$ cat src/rtl/pkg_dtypes.sv
// rtl/pkg_dtypes.sv - shared execution-unit operand types
package pkg_dtypes;

   typedef logic [7:0]  type_exec_unit_addr;
   typedef logic [15:0] type_exec_unit_data;

endpackage

$ cat src/rtl/eu_xbuf_tx_if.sv
// rtl/eu_xbuf_tx_if.sv - enqueue/xbuf-facing signal bundle of the xbuf transmit queue
interface eu_xbuf_tx_if #(
   parameter int NUM_IDX_BITS = 2
);
   import pkg_dtypes::*;

   type_exec_unit_addr      enq_addr_i;
   type_exec_unit_data      enq_data_i;
   logic                    enq_valid_i;
   logic                    enq_ready_o;
   type_exec_unit_addr      tx_addr_o;
   type_exec_unit_data      tx_data_o;
   logic                    tx_valid_o;
   logic                    tx_success_i;
   logic [NUM_IDX_BITS:0]   count_o;
   logic                    stall_o;

   modport slave (
      input  enq_addr_i, enq_data_i, enq_valid_i, tx_success_i,
      output enq_ready_o, tx_addr_o, tx_data_o, tx_valid_o, count_o, stall_o
   );

   modport master (
      output enq_addr_i, enq_data_i, enq_valid_i, tx_success_i,
      input  enq_ready_o, tx_addr_o, tx_data_o, tx_valid_o, count_o, stall_o
   );

endinterface

$ cat src/rtl/eu_xbuf_tx.sv
// rtl/eu_xbuf_tx.sv - FIFO feeding the xbuf input port, with head-refusal stall monitor
module eu_xbuf_tx
   import pkg_dtypes::*;
#(
   parameter int NUM_IDX_BITS   = 2,
   parameter int STALL_CNT_BITS = 4
) (
   input  logic          clk,
   input  logic          reset_n,
   eu_xbuf_tx_if.slave   xb
);

   localparam int                     DEPTH = 2**NUM_IDX_BITS;
   localparam logic [NUM_IDX_BITS:0]  FULL  = (NUM_IDX_BITS+1)'(DEPTH);
   localparam logic [STALL_CNT_BITS-1:0] SAT = '1;

   type_exec_unit_addr              addr_q [DEPTH];
   type_exec_unit_addr              addr_d [DEPTH];
   type_exec_unit_data              data_q [DEPTH];
   type_exec_unit_data              data_d [DEPTH];
   logic [NUM_IDX_BITS-1:0]         wr_ptr_q, wr_ptr_d;
   logic [NUM_IDX_BITS-1:0]         rd_ptr_q, rd_ptr_d;
   logic [NUM_IDX_BITS:0]           count_q, count_d;
   logic [STALL_CNT_BITS-1:0]       stall_cnt_q, stall_cnt_d;

   logic enq_ready;
   logic tx_valid;
   logic push;
   logic pop;

   // Handshakes depend only on registered occupancy: no bypass when full.
   always_comb begin
      enq_ready = (count_q != FULL);
      tx_valid  = (count_q != '0);
      push      = xb.enq_valid_i & enq_ready;
      pop       = tx_valid & xb.tx_success_i;
   end

   always_comb begin
      addr_d   = addr_q;
      data_d   = data_q;
      wr_ptr_d = wr_ptr_q;
      rd_ptr_d = rd_ptr_q;
      if (push) begin
         addr_d[wr_ptr_q] = xb.enq_addr_i;
         data_d[wr_ptr_q] = xb.enq_data_i;
         wr_ptr_d         = wr_ptr_q + 1'b1;
      end
      if (pop) begin
         rd_ptr_d = rd_ptr_q + 1'b1;
      end
   end

   always_comb begin
      count_d = count_q;
      case ({push, pop})
         2'b10:   count_d = count_q + 1'b1;
         2'b01:   count_d = count_q - 1'b1;
         default: count_d = count_q;
      endcase
   end

   // Counts consecutive refusals of the current head; a pop starts a new head.
   always_comb begin
      stall_cnt_d = stall_cnt_q;
      if (!tx_valid || pop) begin
         stall_cnt_d = '0;
      end else if (stall_cnt_q != SAT) begin
         stall_cnt_d = stall_cnt_q + 1'b1;
      end
   end

   always_ff @(posedge clk or negedge reset_n) begin
      if (!reset_n) begin
         for (int i = 0; i < DEPTH; i++) begin
            addr_q[i] <= '0;
            data_q[i] <= '0;
         end
         wr_ptr_q    <= '0;
         rd_ptr_q    <= '0;
         count_q     <= '0;
         stall_cnt_q <= '0;
      end else begin
         addr_q      <= addr_d;
         data_q      <= data_d;
         wr_ptr_q    <= wr_ptr_d;
         rd_ptr_q    <= rd_ptr_d;
         count_q     <= count_d;
         stall_cnt_q <= stall_cnt_d;
      end
   end

   assign xb.enq_ready_o = enq_ready;
   assign xb.tx_valid_o  = tx_valid;
   assign xb.tx_addr_o   = addr_q[rd_ptr_q];
   assign xb.tx_data_o   = data_q[rd_ptr_q];
   assign xb.count_o     = count_q;
   assign xb.stall_o     = (stall_cnt_q == SAT);

endmodule
$ cat src/flat_wrapper.sv
// flat-port wrapper written by rule: the top's interface ports become plain ports
module eu_xbuf_tx_flat import pkg_dtypes::*;
#(
   parameter int NUM_IDX_BITS   = 2,
   parameter int STALL_CNT_BITS = 4
)
  (clk, reset_n, xb_enq_addr_i, xb_enq_data_i, xb_enq_valid_i, xb_tx_success_i, xb_enq_ready_o, xb_tx_addr_o, xb_tx_data_o, xb_tx_valid_o, xb_count_o, xb_stall_o);
  eu_xbuf_tx_if #(.NUM_IDX_BITS(NUM_IDX_BITS)) xb_i ();
  input  logic clk;
  input  logic reset_n;
  input wire logic [$bits(xb_i.enq_addr_i)-1:0] xb_enq_addr_i;
  input wire logic [$bits(xb_i.enq_data_i)-1:0] xb_enq_data_i;
  input wire logic [$bits(xb_i.enq_valid_i)-1:0] xb_enq_valid_i;
  input wire logic [$bits(xb_i.tx_success_i)-1:0] xb_tx_success_i;
  output wire logic [$bits(xb_i.enq_ready_o)-1:0] xb_enq_ready_o;
  output wire logic [$bits(xb_i.tx_addr_o)-1:0] xb_tx_addr_o;
  output wire logic [$bits(xb_i.tx_data_o)-1:0] xb_tx_data_o;
  output wire logic [$bits(xb_i.tx_valid_o)-1:0] xb_tx_valid_o;
  output wire logic [$bits(xb_i.count_o)-1:0] xb_count_o;
  output wire logic [$bits(xb_i.stall_o)-1:0] xb_stall_o;
  assign xb_i.enq_addr_i = xb_enq_addr_i;
  assign xb_i.enq_data_i = xb_enq_data_i;
  assign xb_i.enq_valid_i = xb_enq_valid_i;
  assign xb_i.tx_success_i = xb_tx_success_i;
  assign xb_enq_ready_o = xb_i.enq_ready_o;
  assign xb_tx_addr_o = xb_i.tx_addr_o;
  assign xb_tx_data_o = xb_i.tx_data_o;
  assign xb_tx_valid_o = xb_i.tx_valid_o;
  assign xb_count_o = xb_i.count_o;
  assign xb_stall_o = xb_i.stall_o;
  eu_xbuf_tx #(.NUM_IDX_BITS(NUM_IDX_BITS), .STALL_CNT_BITS(STALL_CNT_BITS)) u_core (.clk(clk), .reset_n(reset_n), .xb(xb_i));
endmodule
$ cat config.mk
export PLATFORM = sky130hd
export DESIGN_NAME = eu_xbuf_tx_flat
export DESIGN_NICKNAME = d
export VERILOG_FILES = /design/src/rtl/pkg_dtypes.sv /design/src/rtl/eu_xbuf_tx_if.sv /design/src/rtl/eu_xbuf_tx.sv /design/src/flat_wrapper.sv
export SDC_FILE = /design/constraint.sdc
export NUM_CORES = 1
export LEC_CHECK = 0
export CORE_AREA = 5 5 122 124
export DETAILED_ROUTE_END_ITERATION = 7
export DIE_AREA = 0 0 127 129
export GPL_ROUTABILITY_DRIVEN = 0
export MAX_ROUTING_LAYER = met4
export PLACE_DENSITY_LB_ADDON = 0.08
export REMOVE_ABC_BUFFERS = 1
export SYNTH_ARGS = -nofsm -noshare
export SYNTH_HDL_FRONTEND = slang
export SYNTH_SLANG_ARGS = --single-unit
$ cat constraint.sdc
create_clock -name clk -period 3.4 [get_ports clk]
set_input_delay 0.34 -clock clk [delete_from_list [all_inputs] [get_ports clk]]
set_output_delay 0.34 -clock clk [all_outputs]
set_load 0.1 [all_outputs]
==> out/results.ini, run 1 <==
[status]
status = completed

[timing]
fin_skew_ns = 0.003365
slew_viol_final = 0
final.setup.tns_ns = 0
slew_headroom_pct = 34.34
grt_setup_unrepaired = no
fmax_ghz = 0.3870
fin_crit_sh_pct = 76.00
finalHoldViolations = 0
worst_pin_slew_ns = 0.9818
min_period_ns = 2.584
setup_violations = 0

[floorplanning]
io_pins = 58
die_y_um = 129
start_util_pct = 37.81
rows = 43
coreArea_um2 = 13670
fp.dieArea_um2 = 16380
die_x_um = 127

[yosys]
synthArstFlopShare_pct = 100.0
synth_ff_type = dfrtp_1
netlist.area_leader.share_pct = 51.82
synthTopCellsByArea = dfrtp_1 52%, mux2_4 23%, mux4_2 10%, mux2_2 3.7%, buf_12 3.1%
synth_edf_count = 0
ys_seq_elements = 107
synth.distinct_cells = 26
yosysWarningCount = 0
avgSynthCellArea_um2 = 17.76
netlist.top_cell.by_area = dfrtp_1
yosysSeqAreaShare_pct = 51.82
mappedNetlistArea_um2 = 5167
synth_cells = 291

[placement]
placed_area_um2 = 5724
port_buffers = 57
dpl.hpwl_um = 6251

[critical_path]
crit_chain = or3b_1 -> clkdlybuf4s50_1
startpoint_type = flip-flop
path_max_fanout = 6
path_class = reg -> out
critical_path_arrival_ns = 2.24
endpoint_kind = output pin
cp_slowest_stage_delay_ns = 1.01
crit_slowest_cell = clkdlybuf4s50_1
cp_data_required_time_ns = 3.06

[clocking]
cts.htree.levels = 3
cts_buffers = 9
path_clk_slew_ns = 0.07
cts_tree = yes
post-cts-setup-buffers = 0
cts_max_path_buffers = 2
cts.repair.resized = 0
clkLatencyLatePin_ns = 0.35
root_buffer = clkbuf_16
clock-sinks = 107
cts_hold_buf = 0

[global_routing]
antenna_found_initial = 0
grt_usage_pct = 13.17
grt_pass1_vias = 2762
grt_max_degree = 71
grt-ovfl-total = 0
grt_pass1_wl_um = 15820

[drt]
ant_nets = 0
dr_total_vias = 2589
firstDrtPassIters = 4
wl_per_cell_um = 18.91
drtIter0Drc = 145
drc = 0
drt-total-wl_um = 10060
viasPerCell = 4.867

[finish]
postLayoutCoreUtil_pct = 44.16
final_area_um2 = 6035
area_growth_syn_to_layout_pct = 16.78
fillers = 1250
nets = 382
layout-drive-gt1-share_pct = 50.00
diodes = 0

[job]
maxCapViolCount = 0

[worst_hold_path]
hold_class = in -> async

[cell usage in the layout (no fill, tap or decap), types with 2 or more instances in the layout]
master	count
dfrtp_1	106
mux2_4	80
buf_4	34
clkdlybuf4s50_1	31
mux4_2	24
mux2_2	17
clkbuf_16	9
nor2_1	6
ha_1	6
inv_1	5
and3_2	4
xor2_1	4
nand2_1	3
xnor2_1	3
mux2i_1	2
clkinv_2	2
clkbuf_1	2
bufinv_16	2
[logic make-up (layout without fill, tap and decap cells)]
logic type               count (synthesis)  count (layout)  synth area share, %
XOR/XNOR                                 7               7                1.186
multiplexers                           123             123                37.80
adder cells (fa/ha/maj)                  7               7                1.840
AO/OA/AOI/OAI                            3               3               0.4602
buffers and inverters                   25              86                5.012
AND/OR/NAND/NOR                         19              19                1.889
flip-flops                             107             107                51.82
[metal layers]
metal | share of wire (%) | track usage, % | vias to the layer above | wire [um]
met5 | 0 | - | - | 0
met4 | 1.1 | 3.218 | 0 | 109
met3 | 3.7 | 4.193 | 9 | 372
met2 | 47 | 19.80 | 42 | 4769
met1 | 48 | 17.49 | 1374 | 4805
li1 | - | - | 1164 | -
[sequential cells by signal, indices dropped and copies added, names as in the netlist]
signal and cells:
u_core.data_q 64, u_core.wr_ptr_q 2, u_core.xb.count_o 3, u_core.rd_ptr_q 2, u_core.addr_q 32, u_core.stall_cnt_q 4
[critical path, delay by kind of cell (launching register included)]
family	cells	cell delay [ns]
flip-flops	1	0.44
buffers and inverters	1	1.01
AND/OR/NAND/NOR	1	0.45
[final cells by class]
| cell class | instances | area, um2 | area share, % |
|---|---|---|---|
| sequential | 107 | 2679 | 44.39 |
| multi-input combinational | 159 | 2236 | 37.05 |
| timing repair buffer | 65 | 565.5 | 9.372 |
| clock buffer | 11 | 232.7 | 3.857 |
| tap | 180 | 225.2 | 3.732 |
| clock inverter | 5 | 77.57 | 1.286 |
| inverter | 5 | 18.77 | 0.3110 |
[worst paths after layout]
check / startpoint / to / slack, ns / cells past startpoint
max: u_core.xb.count_o[0]$_DFFE_PN0P_ / xb_enq_ready_o / 0.82 / 2
min: reset_n / u_core.addr_q[20]$_DFFE_PN0P_ / 0.1 / 1
max reg2reg: u_core.xb.count_o[0]$_DFFE_PN0P_ / u_core.xb.count_o[2]$_DFFE_PN0P_ / 1.24 / 8
min reg2reg: u_core.data_q[26]$_DFFE_PN0P_ / u_core.data_q[26]$_DFFE_PN0P_ / 0.50 / 1
max in group asynchronous: reset_n / u_core.addr_q[1]$_DFFE_PN0P_ / 2.44 / 2
min in group clk: u_core.data_q[26]$_DFFE_PN0P_ / u_core.data_q[26]$_DFFE_PN0P_ / 0.50 / 1
[cells in the mapped netlist, types with 4 or more instances]
cell / n
dfrtp_1: 107
mux2_4: 80
mux4_2: 24
mux2_2: 17
buf_12: 8
ha_1: 6
nor2_1: 6
and3_1: 5
inv_1: 5
buf_2: 4
buf_6: 4
xor2_1: 4
[metrics by stage]
stage / worst slack, ns / instances / hold WS (ns)
6_report: 0.8159 / 532 / 0.09866
5_1_grt: 0.7410 / 532 / 0.2177
4_1_cts: 0.7873 / 532 / 0.1648
3_5_place_dp: 1.132 / 516 / 0.4885
3_3_place_gp: 1.148 / 516 / 0.4845
2_1_floorplan: -0.02876 / 271 / 0.04441
Power of run 1 is not shown: default switching activity piles up to over one toggle a cycle in this logic, so the estimate is an artifact.
==> run 2, diff against run 1 <==
==> constraint.sdc (replaced) <==
create_clock -name clk -period 2.3 [get_ports clk]
set_input_delay 0.23 -clock clk [delete_from_list [all_inputs] [get_ports clk]]
set_output_delay 0.23 -clock clk [all_outputs]
set_load 0.1 [all_outputs]
==> out/results.ini, run 2 (same netlist as run 1, synthesis figures left out) <==
[status]
status = completed

[critical_path]
ff2ff_setup_slack_ns = 0.18  ; -1.06 ns
critical_path.top_delay_family = simple AND/OR/NAND/NOR gates
path_max_fanout = 6  ; unchanged
r2r-end = u_core.xb.count_o[2]$_DFFE_PN0P_
crit_top_cell = xor2_1
crit_buf_inv = 1  ; unchanged
endpoint_kind = flip-flop
rr_startpoint = u_core.xb.count_o[1]$_DFFE_PN0P_
crit_chain = or3b_1 -> nand2_2 -> ha_1 -> inv_1 -> fa_1 -> xor2_1 -> nor2_1 -> xor2_1
cp_data_required_time_ns = 2.58  ; -0.48 ns
critical_path_arrival_ns = 2.40  ; +0.16 ns
path_class = reg -> reg
startpoint_type = flip-flop
cp_slowest_stage_delay_ns = 0.48  ; -0.53 ns
reg2reg_depth = 8  ; unchanged
crit_slowest_cell = or3b_1

[global_routing]
met2_usage_pct = 19.83  ; +0.031 points
grt-ovfl-total = 0  ; unchanged
grt_max_degree = 54  ; -24%
top_usage_layer = met2
grt_use_met3_pct = 4.110  ; -0.083 points
gr-usage-met1_pct = 18.63  ; +1.1 points
antenna_found_initial = 0  ; unchanged
grt_pass1_wl_um = 16500  ; +4.3%
grt_pass1_vias = 2918  ; +5.6%
grt_usage_pct = 13.61  ; +0.43 points

[timing]
fmax_ghz = 0.4708
worst_pin_slew_ns = 0.9230  ; -0.05881 ns
finalHoldViolations = 0  ; unchanged
final.setup.tns_ns = 0  ; unchanged
slew_headroom_pct = 38.47  ; +4.1 points
grt_setup_unrepaired = no
setup_violations = 0  ; unchanged
fin_crit_sh_pct = 92.35
slew_viol_final = 0  ; unchanged
setup_slack_ns = 0.1761  ; -0.6399 ns
min_period_ns = 2.124
fin_skew_ns = 0.004312  ; +0.0009469 ns

[floorplanning]
die_y_um = 129  ; unchanged
fp.dieArea_um2 = 16380  ; unchanged
coreArea_um2 = 13670  ; unchanged
rows = 43  ; unchanged
start_util_pct = 37.81  ; unchanged
die_x_um = 127  ; unchanged
io_pins = 58  ; unchanged

[finish]
nets = 382  ; unchanged
stdcell_count = 532  ; unchanged
reg_top3 = u_core.data_q: 64 flops, u_core.addr_q: 32 flops, u_core.stall_cnt_q: 4 flops
diodes = 0  ; unchanged
layout_commonest_cell = dfrtp_1
layout_common_cells = 106 x dfrtp_1, 80 x mux2_4, 26 x clkdlybuf4s50_1, 26 x buf_12, 24 x mux4_2
largest_reg_flops = 64  ; unchanged
layout-drive-gt1-share_pct = 51.99  ; +2.0 points
top_register = u_core.data_q
area_growth_syn_to_layout_pct = 23.27

[drt]
drt-total-wl_um = 9990  ; -0.68%
firstDrtPassIters = 4  ; unchanged
drc = 0  ; unchanged
viasPerCell = 4.857  ; -0.19%
ant_nets = 0  ; unchanged
wl_per_cell_um = 18.78  ; -0.68%
drtIter0Drc = 182  ; +26%
dr_total_vias = 2584  ; -0.19%

[clocking]
cts.htree.levels = 3  ; unchanged
root_buffer = clkbuf_16
clock-sinks = 107  ; unchanged
path_clk_slew_ns = 0.07  ; about the same
post-cts-setup-buffers = 0  ; unchanged
cts_buffers = 9  ; unchanged
cts_max_path_buffers = 2  ; unchanged
cts_tree = yes
clkLatencyLatePin_ns = 0.35  ; about the same

[placement]
dpl.hpwl_um = 6118  ; -2.1%
dp.cells = 515  ; -0.19%
pre_cts_ws_ns = 0.1394  ; -0.9928 ns
port_buffers = 57  ; unchanged

[job]
maxCapViolCount = 0  ; unchanged

[worst_hold_path]
hold_class = in -> async

==> run 2: metrics by stage <==
step	util, %	hold WS [ns]	area, um2
finish	46.61	0.4737	6370
global placement	44.12	0.3267	6030
CTS	46.59	0.5032	6367
detailed placement	44.12	0.3261	6030
floorplan	-	-0.06559	4927
global route	46.61	0.5183	6370
==> run 2: how the worst max path moves through the flow <==
stage / start / to / slack [ns] / cells past startpoint
after global placement: u_core.xb.count_o[1]$_DFFE_PN0P_ / u_core.xb.count_o[2]$_DFFE_PN0P_ / 0.15 / 8
after detailed placement: xb_enq_valid_i / u_core.addr_q[24]$_DFFE_PN0P_ / 0.14 / 3
final: u_core.xb.count_o[1]$_DFFE_PN0P_ / u_core.xb.count_o[2]$_DFFE_PN0P_ / 0.18 / 8
after floorplan: u_core.xb.count_o[0]$_DFFE_PN0P_ / u_core.addr_q[24]$_DFFE_PN0P_ / -1.13 / 3
after global routing: u_core.xb.count_o[1]$_DFFE_PN0P_ / u_core.xb.count_o[2]$_DFFE_PN0P_ / 0.04 / 8
after CTS: u_core.xb.count_o[1]$_DFFE_PN0P_ / u_core.xb.count_o[2]$_DFFE_PN0P_ / 0.12 / 8
==> run 2: area by class of cell <==
cell class	instances	area [um2]
clock inverter	5	75.07
multi-input combinational	159	2238
clock buffer	11	252.7
sequential	107	2679
inverter	5	18.77
fill	1211	7296
timing repair buffer	65	880.8
tap	180	225.2
==> run 2: layer usage <==
layer | wire length (um) | part of all wire [%] | vias up
met5 | 0 | 0 | -
met4 | 105 | 1.1 | 0
met3 | 418 | 4.2 | 10
met2 | 4597 | 46 | 46
met1 | 4868 | 49 | 1362
li1 | - | - | 1166
==> run 2: worst reg2reg max path, stage by stage, from the launching register on <==
cell and delay, ns:
dfrtp_1 0.42, or3b_1 0.48, nand2_2 0.14, ha_1 0.19, inv_1 0.06, fa_1 0.37
xor2_1 0.15, nor2_1 0.11, xor2_1 0.14
==> run 2: what timing repair did <==
item / CTS / global route
setup endpoints to repair: 0 / 1
hold buffers: 1 / 0
gates resized for setup: 0 / 1
hold endpoints to repair: 50 / 0
Power of run 2 is left out for the same reason.
==> run 3, diff against run 2 <==
--- a/config.mk
+++ b/config.mk
@@ -5,12 +5,13 @@
 export SDC_FILE = /design/constraint.sdc
 export NUM_CORES = 1
 export LEC_CHECK = 0
+export ABC_CLOCK_PERIOD_IN_PS = 2300
 export CORE_AREA = 5 5 122 124
 export DETAILED_ROUTE_END_ITERATION = 7
 export DIE_AREA = 0 0 127 129
 export GPL_ROUTABILITY_DRIVEN = 0
 export MAX_ROUTING_LAYER = met4
-export PLACE_DENSITY_LB_ADDON = 0.08
+export PLACE_DENSITY = 0.6
 export REMOVE_ABC_BUFFERS = 1
 export SYNTH_ARGS = -nofsm -noshare
 export SYNTH_HDL_FRONTEND = slang
==> out/results.ini, run 3 (same netlist as run 1, synthesis figures left out) <==
[finish]
layout-drive-gt1-share_pct = 52.39  ; +0.41 points
area_growth_syn_to_layout_pct = 24.02
fillers = 1199  ; -0.99%
final_area_um2 = 6409  ; +0.61%
top_register = u_core.data_q
largest_reg_flops = 64  ; unchanged
layout_commonest_cell = dfrtp_1
layout_common_cells = 106 x dfrtp_1, 80 x mux2_4, 30 x buf_12
nets = 385  ; +0.79%
reg_top3 = u_core.data_q: 64 flops, u_core.addr_q: 32 flops, u_core.stall_cnt_q: 4 flops
diodes = 0  ; unchanged
postLayoutCoreUtil_pct = 46.90  ; +0.28 points

[critical_path]
endpoint_kind = flip-flop
path_class = reg -> reg
startpoint_type = flip-flop
cp_data_required_time_ns = 2.57  ; about the same
path_max_fanout = 6  ; unchanged
critical_path_arrival_ns = 2.42  ; +0.02 ns
reg2reg_depth = 8  ; unchanged

[clocking]
root_buffer = clkbuf_16
post-cts-setup-buffers = 0  ; unchanged
cts_tree = yes
clock-sinks = 107  ; unchanged
clkLatencyLatePin_ns = 0.35  ; about the same
cts_buffers = 9  ; unchanged
path_clk_slew_ns = 0.08  ; about the same
cts_max_path_buffers = 2  ; unchanged
cts.htree.levels = 3  ; unchanged

[timing]
final.setup.tns_ns = 0  ; unchanged
fin_crit_sh_pct = 93.36  ; +1.0 points
fin_skew_ns = 0.007144  ; +0.002832 ns
fmax_ghz = 0.4657  ; -1.1%
finalHoldViolations = 0  ; unchanged
worst_pin_slew_ns = 0.5225  ; -0.4005 ns
setup_violations = 0  ; unchanged
whs_ns = 0.3526  ; -0.1211 ns
slew_headroom_pct = 65.16  ; +27 points
slew_viol_final = 0  ; unchanged
min_period_ns = 2.147  ; +0.02339 ns
grt_setup_unrepaired = no

[global_routing]
grt-ovfl-total = 0  ; unchanged
grt_pass1_vias = 2977  ; +2.0%
antenna_found_initial = 0  ; unchanged
grt_usage_pct = 13.49  ; -0.12 points
grt_pass1_wl_um = 16450  ; -0.29%
grt_max_degree = 40  ; -26%

[job]
maxCapViolCount = 0  ; unchanged

[placement]
placed_area_um2 = 6102  ; +1.2%
port_buffers = 57  ; unchanged
dpl.hpwl_um = 6475  ; +5.8%

[floorplanning]
fp.dieArea_um2 = 16380  ; unchanged
coreArea_um2 = 13670  ; unchanged
die_x_um = 127  ; unchanged
die_y_um = 129  ; unchanged
start_util_pct = 37.81  ; unchanged
rows = 43  ; unchanged
io_pins = 58  ; unchanged

[drt]
drt-total-wl_um = 10070  ; +0.75%
dr_total_vias = 2632  ; +1.9%
drtIter0Drc = 160  ; -12%
firstDrtPassIters = 4  ; unchanged
ant_nets = 0  ; unchanged
viasPerCell = 4.920  ; +1.3%
drc = 0  ; unchanged
wl_per_cell_um = 18.81  ; +0.19%

[status]
status = completed

[worst_hold_path]
hold_class = in -> async

==> run 3: cell types whose count changed in the layout (fill, tap and decap cells not counted) <==
cell,before,now
or3b_4,0,1
buf_4,12,11
inv_6,0,3
or3b_1,1,0
nand2_1,2,3
buf_12,26,30
clkinv_4,0,2
bufinv_16,2,0
inv_8,0,1
nand2_2,1,0
clkinv_2,3,0
clkbuf_8,2,1
==> run 3: what timing repair did <==
action | CTS | global route
hold buffers | 1 | 0
resized for setup | 0 | 1
endpoints found under the setup margin | 0 | 1
hold endpoints to repair | 27 | 0
==> run 3: stage by stage <==
step	setup slack, ns	cells
after floorplan	-1.129	271
after global placement	0.1891	518
after detailed placement	0.1333	518
after CTS	0.1044	535
after global routing	0.01661	535
final	0.1527	535
==> run 3: final timing paths <==
path	start	end	slack [ns]
setup reg to reg	u_core.xb.count_o[0]$_DFFE_PN0P_	u_core.xb.count_o[2]$_DFFE_PN0P_	0.15
max in group asynchronous	reset_n	u_core.data_q[59]$_DFFE_PN0P_	1.29
setup / recovery	u_core.xb.count_o[0]$_DFFE_PN0P_	u_core.xb.count_o[2]$_DFFE_PN0P_	0.15
hold / removal	reset_n	u_core.addr_q[16]$_DFFE_PN0P_	0.35
min in group clk	u_core.data_q[16]$_DFFE_PN0P_	u_core.data_q[16]$_DFFE_PN0P_	0.50
hold reg to reg	u_core.data_q[16]$_DFFE_PN0P_	u_core.data_q[16]$_DFFE_PN0P_	0.50
==> run 3: layer usage <==
| metal | track usage, % | part of all wire (%) | wire length [um] |
|---|---|---|---|
| met2 | 20.17 | 47 | 4716 |
| met5 | - | 0 | 0 |
| met3 | 4.359 | 4.4 | 443 |
| met4 | 3.407 | 1.0 | 103 |
| met1 | 17.93 | 48 | 4803 |
==> run 3: area by class of cell <==
class	count	area [um2]	share of cell area, %
clock buffer	10	239.0	3.729
inverter	5	18.77	0.2929
clock inverter	6	55.05	0.8590
sequential	107	2679	41.80
multi-input combinational	159	2238	34.93
tap	180	225.2	3.514
timing repair buffer	68	953.4	14.88
==> run 3: worst max-delay path, cell delays in order (launching register included) <==
cell     delay [ns]
dfrtp_1        0.45
or3b_4         0.43
nand2_1        0.14
ha_1           0.20
inv_1          0.06
fa_1           0.38
xor2_1         0.15
nor2_1         0.11
xor2_1         0.15
Power of run 3 is left out for the same reason.
